===== src/rtl/resp_misr_compactor.sv =====
// Response compactor for an ISCAS85 CUT. It folds each settled response into a Galois MISR
// and, after a fixed number of vectors, freezes the signature and checks it against a golden value.
module resp_misr_compactor #(
    parameter int               OUT_WIDTH  = 108,
    parameter int               SIG_W      = 32,
    parameter logic [SIG_W-1:0] POLY       = 32'h04C11DB7,
    parameter logic [SIG_W-1:0] SEED       = 32'hFFFFFFFF,
    parameter int               VEC_LENGTH = 31,
    localparam int              CNT_W      = $clog2(VEC_LENGTH + 1)
) (
    input  logic                 clk,
    input  logic                 rst_n,
    input  logic                 start,
    input  logic                 abort,
    input  logic                 resp_valid,
    input  logic [OUT_WIDTH-1:0] resp_data,
    input  logic [SIG_W-1:0]     golden_sig,
    output logic                 busy,
    output logic                 done,
    output logic                 pass,
    output logic [CNT_W-1:0]     vec_count,
    output logic [SIG_W-1:0]     signature
);

    localparam int NCHUNK = (OUT_WIDTH + SIG_W - 1) / SIG_W;

    typedef enum logic [1:0] {
        IDLE,
        RUN,
        DONE
    } state_t;

    state_t                  state, state_next;
    logic [SIG_W-1:0]        sig_next;
    logic [CNT_W-1:0]        count_next;
    logic                    pass_next;
    logic [NCHUNK*SIG_W-1:0] padded;
    logic [SIG_W-1:0]        fold;
    logic [SIG_W-1:0]        step;
    logic                    last_vec;

    // The response is zero-extended so the top chunk can be narrower than SIG_W.
    assign padded = (NCHUNK*SIG_W)'(resp_data);

    always_comb begin
        fold = '0;
        for (int i = 0; i < NCHUNK; i++) begin
            fold = fold ^ padded[i*SIG_W +: SIG_W];
        end
    end

    assign step     = {signature[SIG_W-2:0], 1'b0} ^ (signature[SIG_W-1] ? POLY : '0) ^ fold;
    assign last_vec = (vec_count == CNT_W'(VEC_LENGTH - 1));

    always_ff @(posedge clk) begin
        if (!rst_n) begin
            state     <= IDLE;
            signature <= '0;
            vec_count <= '0;
            pass      <= 1'b0;
        end else begin
            state     <= state_next;
            signature <= sig_next;
            vec_count <= count_next;
            pass      <= pass_next;
        end
    end

    // abort takes priority over every other request in RUN and DONE.
    always_comb begin
        state_next = state;
        sig_next   = signature;
        count_next = vec_count;
        pass_next  = pass;
        unique case (state)
            IDLE: begin
                pass_next = 1'b0;
                if (start) begin
                    sig_next   = SEED;
                    count_next = '0;
                    state_next = RUN;
                end
            end
            RUN: begin
                if (abort) begin
                    pass_next  = 1'b0;
                    state_next = IDLE;
                end else if (resp_valid) begin
                    sig_next   = step;
                    count_next = vec_count + CNT_W'(1);
                    if (last_vec) begin
                        pass_next  = (step == golden_sig);
                        state_next = DONE;
                    end
                end
            end
            DONE: begin
                if (abort) begin
                    pass_next  = 1'b0;
                    state_next = IDLE;
                end else if (start) begin
                    sig_next   = SEED;
                    count_next = '0;
                    pass_next  = 1'b0;
                    state_next = RUN;
                end
            end
            default: begin
                state_next = IDLE;
            end
        endcase
    end

    assign busy = (state == RUN);
    assign done = (state == DONE);

endmodule


===== config.mk =====
export PLATFORM = sky130hd
export DESIGN_NAME = resp_misr_compactor
export DESIGN_NICKNAME = d
export VERILOG_FILES = /design/src/rtl/resp_misr_compactor.sv
export SDC_FILE = /design/constraint.sdc
export NUM_CORES = 1
export LEC_CHECK = 0
export CAP_MARGIN = 5
export CORE_AREA = 10 10 103 105
export DETAILED_ROUTE_END_ITERATION = 7
export DIE_AREA = 0 0 113 115
export HOLD_SLACK_MARGIN = 0.08
export PLACE_DENSITY_LB_ADDON = 0.25
export SLEW_MARGIN = 20
export SYNTH_ARGS = -nofsm -noshare
export SYNTH_HDL_FRONTEND = slang
export SYNTH_SLANG_ARGS = --single-unit
export TNS_END_PERCENT = 20

===== constraint.sdc =====
create_clock -name clk -period 2.5 [get_ports clk]
set_input_delay 0.25 -clock clk [delete_from_list [all_inputs] [get_ports clk]]
set_output_delay 0.25 -clock clk [all_outputs]
set_load 0.02 [all_outputs]

==> flow_summary.json, run 1 <==
{
  "seq_area_um2": 801,
  "crit_path_max_fanout": 9,
  "skew_ns": 0.00506,
  "maxSlewHeadroom_pct": 65.9,
  "hold_ws_ns": 0.511,
  "cts_buffers": 5,
  "multi_input_area_um2": 2440,
  "hpwl_um": 9700,
  "setup.worst_path.start_class": "flip-flop",
  "critPathRequiredTime_ns": 2.72,
  "slew_violations": 0,
  "cp-end-kind": "flip-flop",
  "fp.dieW_um": 113,
  "path_class": "flip-flop to flip-flop",
  "cts_setup_buffers": 0,
  "first_global_vias": 3361,
  "first_iter_violations": 84,
  "wl_per_cell_um": 18.2,
  "p_sw_uw": 899,
  "die_area_um2": 13000,
  "dr_wl_met2_um": 5800,
  "start_util_pct": 38.9,
  "p_int_mw": 1.86,
  "pwr-share-clk_pct": 21.8,
  "gp_congestion": 0.785,
  "seqPwrFrac_pct": 27.6,
  "antenna_found_initial": 0,
  "power_frac_comb_pct": 50.6,
  "max_freq_ghz": 0.443,
  "cts_tree": "done",
  "power_leakage_nw": 2.12,
  "nets": 668,
  "drc": 0,
  "worst_pin_slew_ns": 0.512,
  "netlist_area_um2": 3320,
  "maxCapViolations": 0,
  "cp_data_arrival_time_ns": 2.48,
  "vias": 3138,
  "ios": 185,
  "insertion_delay_ns": 0.30,
  "core_area_um2": 8550,
  "num_rows": 34,
  "antenna_cells": 0,
  "routed_wl_um": 11500,
  "track_usage_pct": 16.9,
  "irDropWorstVdd_mv": 0.363,
  "grt_max_degree": 39,
  "cts.reportedPaths.clkPinSlew_ns": 0.09,
  "drive_gt1_share_pct": 6.70,
  "switching_share_pct": 32.6,
  "power_density_nw_per_um2": 508,
  "synth_fp_nets": 484,
  "finalSetupViolCount": 0,
  "synthToLayoutAreaGrowth_pct": 63.2,
  "ys_seq_area_share_pct": 24.1,
  "grt_pass1_wl_um": 17800,
  "cts-root-buf": "clkbuf_8",
  "min_period_ns": 2.26,
  "cts.sinks": 40,
  "grt_overflow": 0,
  "h-tree-depth": 2,
  "first_pass_iters": 4,
  "fill_cells": 746,
  "viasPerCell": 4.98,
  "hold_viol": 0,
  "portBuffers": 184,
  "avgSynthCellArea_um2": 9.86,
  "hold_class": "flip-flop to flip-flop",
  "dr_wl_met3_um": 1080,
  "final_antenna_net_count": 0,
  "ctsHoldBuffers": 0,
  "synth-seq-cells": 40,
  "fin_util_pct": 63.4,
  "dieHeight_um": 115,
  "ys.warnings.count": 0,
  "rsz0062_at_grt": "no",
  "synth.distinct_cells": 42,
  "status": "complete, no violations",
  "post_cts_resized": 0,
  "setup_tns_ns": 0,
  "wl_met1_um": 4490,
  "finalCritPeriodShare_pct": 90.2,
  "routed.top_layer": "met4",
  "clockBufferDepth": 2,
  "synth_cells": 337
}
[cell type report]
class | instances | area share, %
clock inverter | 1 | 0.554
sequential | 40 | 14.8
clock buffer | 7 | 1.78
timing repair buffer | 191 | 34.9
tap | 108 | 2.49
inverter | 6 | 0.415
multi-input combinational | 277 | 45.1
[cells in the final DEF, fill, tap and decap left out, types with 4 or more instances in the layout]
master,synthesis,layout
xnor2_1,97,97
clkbuf_8,0,7
a21oi_1,17,17
o21ai_0,20,20
inv_1,6,6
nor2_1,12,12
buf_4,0,7
xnor3_1,13,13
o211a_1,8,8
o221a_2,10,10
clkdlybuf4s50_1,0,184
nand4_1,6,6
xor3_1,4,4
nand2_1,18,18
dfxtp_1,40,40
xor2_1,28,28
[flip-flops by register name (all words and copies together), names as in the netlist]
| name | cells |
|---|---|
| signature | 32 |
| pass | 1 |
| vec_count | 5 |
| state | 2 |
[power by group through the flow]
| stage | Combinational, mW | Sequential, mW | Clock [mW] |
|---|---|---|---|
| global route | 1.50 | 0.772 | 0.641 |
| global placement | 1.37 | 0.774 | 0 |
| floorplan | 0.798 | 0.837 | 0 |
| CTS | 1.41 | 0.762 | 0.613 |
| detailed placement | 1.40 | 0.776 | 0 |
| finish | 1.39 | 0.761 | 0.601 |
[cells in the mapped netlist, drive strengths merged]
cell	count	area share [%]
o2bb2ai	2	0.53
a21oi	17	2.6
a221o	1	0.30
o22ai	4	0.75
o21ai	20	3.0
and3b	2	0.53
and2	3	0.56
nor2b	3	0.56
xnor2	99	27
dfxtp	40	24
inv	6	0.68
nor3b	3	0.68
a22oi	1	0.23
mux2	1	0.45
ha	2	0.75
o31ai	1	0.38
o21a	1	0.23
mux2i	2	0.60
xor3	4	2.9
nand2	18	2.0
o221a	10	3.4
xor2	28	7.4
o211a	8	2.4
o311ai	1	0.26
nand2b	1	0.19
xnor3	15	10
buf	2	0.94
nand3b	1	0.23
nand4	6	1.1
nand3	3	0.45
a21boi	1	0.23
nor2	12	1.4
clkbuf	12	1.4
or3	1	0.19
nor4	5	1.3
and3	1	0.19
[logic make-up (layout without fill, tap and decap cells)]
group	after synthesis	in the layout	synth area share, %
AOI/OAI and AO/OA	67	67	14.3
xor gates and xnor gates	146	146	47.4
adders and majority gates	2	2	0.753
buffers and inverters	20	205	2.97
DFF	40	40	24.1
muxes	3	3	1.05
and+or+nand+nor	59	59	9.41
[worst paths after layout]
kind	start	endpoint	slack, ns	cells after the start
max	signature[31]	pass	0.24	7
min	pass	pass	0.51	2
max reg2reg	signature[31]	pass	0.24	7
min reg2reg	pass	pass	0.51	2
[stage by stage]
| step | setup WS (ns) | instance area, um^2 | std cells | power (mW) |
|---|---|---|---|---|
| finish | 0.244 | 5420 | 630 | 2.76 |
| global route | 0.0681 | 5420 | 630 | 2.91 |
| CTS | 0.114 | 5420 | 630 | 2.78 |
| detailed placement | 0.120 | 5290 | 622 | 2.17 |
| global placement | 0.0817 | 5290 | 622 | 2.15 |
| floorplan | 0.460 | 3320 | 337 | 1.63 |
[metal layers]
layer | vias to the layer above | track usage (%)
met2 | 132 | 31.0
li1 | 1527 | -
met1 | 1471 | 18.3
met4 | 0 | 2.79
met3 | 8 | 6.77
met5 | - | 0
[critical path: stages, from the launching register on]
cell	delay (ns)
dfxtp_1	0.44
buf_4	0.25
xor2_1	0.18
xnor3_1	0.45
xnor2_1	0.16
nor4_2	0.36
nand4_1	0.16
o31ai_2	0.19
Power figures use the tool's default switching activity.
==> run 2, diff against run 1 <==
CORE_AREA = 10 10 76 142   (was 10 10 103 105)
DIE_AREA = 0 0 86 152   (was 0 0 113 115)
==> flow_summary.json, run 2 (synthesized netlist as in run 1, its figures left out) <==
{
  "cts_tree": "done",
  "slew_violations": 0,
  "fill_cells": 747,
  "cts_buffers": 5,
  "multi_input_area_um2": 2440,
  "post_cts_resized": 0,
  "grt_overflow": 0,
  "first_pass_iters": 4,
  "skew_ns": 0.00183,
  "routed_wl_um": 11900,
  "cp-end-kind": "flip-flop",
  "die_area_um2": 13100,
  "largest_reg_flops": 32,
  "reg2reg_to": "pass",
  "final_cell_mix": "clkdlybuf4s50_1 (184), xnor2_1 (97), dfxtp_1 (40)",
  "min_period_ns": 2.14,
  "hold_class": "flip-flop to flip-flop",
  "cp_data_arrival_time_ns": 2.35,
  "final_antenna_net_count": 0,
  "crit_path_max_fanout": 12,
  "start_util_pct": 38.7,
  "insertion_delay_ns": 0.28,
  "grt_max_degree": 39,
  "worst_r2r_startpoint": "signature[31]",
  "gp_congestion": 0.799,
  "irDropWorstVdd_mv": 0.329,
  "cts-root-buf": "clkbuf_16",
  "drc": 0,
  "cts.reportedPaths.clkPinSlew_ns": 0.06,
  "max_flop_register": "signature",
  "first_iter_violations": 144,
  "hold_viol": 0,
  "clockBufferDepth": 2,
  "drive_gt1_share_pct": 6.33,
  "wl_per_cell_um": 19.1,
  "maxSlewHeadroom_pct": 60.6,
  "ctsHoldBuffers": 0,
  "h-tree-depth": 2,
  "hpwl_um": 10100,
  "fp.dieW_um": 86,
  "cts_setup_buffers": 0,
  "power_leakage_nw": 2.14,
  "track_usage_pct": 17.7,
  "layout_commonest_cell": "clkdlybuf4s50_1",
  "maxCapViolations": 0,
  "cp-startpoint": "signature[31]",
  "rsz0062_at_grt": "no",
  "worst-r2r-cell-count": 7,
  "setup_tns_ns": 0,
  "ios": 185,
  "status": "complete, no violations",
  "synthToLayoutAreaGrowth_pct": 64.2,
  "core_area_um2": 8590,
  "path_class": "flip-flop to flip-flop",
  "reg2reg_slack_ns": 0.36,
  "first_global_vias": 3505,
  "power_mw": 2.94,
  "power_density_nw_per_um2": 539,
  "vias": 3144,
  "seq_area_um2": 801,
  "cts.sinks": 40,
  "worst_pin_slew_ns": 0.584,
  "num_rows": 48,
  "finalSetupViolCount": 0,
  "stdcell_area_um2": 5460,
  "worstHoldStart": "pass",
  "endpoint": "pass",
  "critPathRequiredTime_ns": 2.70,
  "finalCritPeriodShare_pct": 85.7,
  "antenna_cells": 0,
  "antenna_found_initial": 0,
  "largestRegisters": "signature x32, vec_count x5, state x2",
  "grt_pass1_wl_um": 18300,
  "portBuffers": 184,
  "hold_ws_ns": 0.491,
  "nets": 667,
  "setup.worst_path.start_class": "flip-flop",
  "dieHeight_um": 152,
  "viasPerCell": 5.06,
  "max_freq_ghz": 0.467,
  "postPlaceCellArea_um2": 5270
}
==> run 2: cell count changes in the layout (fill, tap and decap cells not counted), sizes merged <==
cell / change
buf: -1
==> run 2: worst max-delay path: stages (launching register included) <==
cell     delay [ns]
dfxtp_1        0.33
buf_4          0.28
xor2_1         0.18
xnor3_1        0.45
xnor2_1        0.15
nor3b_1        0.27
nand4_1        0.16
o31ai_2        0.24
==> run 2: cell type report <==
| type | instances | share of cell area (%) |
|---|---|---|
| Clock buffer | 7 | 2.80 |
| Inverter | 6 | 0.413 |
| Tap cell | 100 | 2.29 |
| Sequential cell | 40 | 14.7 |
| Multi-Input combinational cell | 277 | 44.7 |
| Timing Repair Buffer | 190 | 34.6 |
| Clock inverter | 1 | 0.550 |
==> run 2: how the worst min path moves through the flow <==
stage	cells after the start	to	slack, ns
floorplan	2	signature[0]	0.45
global placement	2	pass	0.48
detailed placement	2	pass	0.49
CTS	2	pass	0.50
global route	2	pass	0.51
finish	2	pass	0.49
==> run 2: through the flow <==
step                      setup slack, ns  cells  util (%)
final                               0.356    621      63.5
after global routing                0.172    621      63.5
after CTS                           0.323    621      63.5
after detailed placement            0.124    613      61.4
after global placement              0.167    613      61.4
after floorplan                     0.460    337         -
==> run 2: metal layers <==
metal | up-vias | part of all wire, % | global-route usage, %
met5 | - | 0 | 0
met4 | 0 | 2.3 | 5.99
met3 | 15 | 6.8 | 5.25
met2 | 119 | 59 | 35.5
met1 | 1486 | 32 | 15.2
li1 | 1524 | - | -
==> run 2: power breakdown <==
group / leakage (nW) / switching (mW) / internal [mW]
clock: 0.0901 / 0.257 / 0.526
combinational: 1.72 / 0.594 / 0.804
sequential: 0.333 / 0.0615 / 0.700
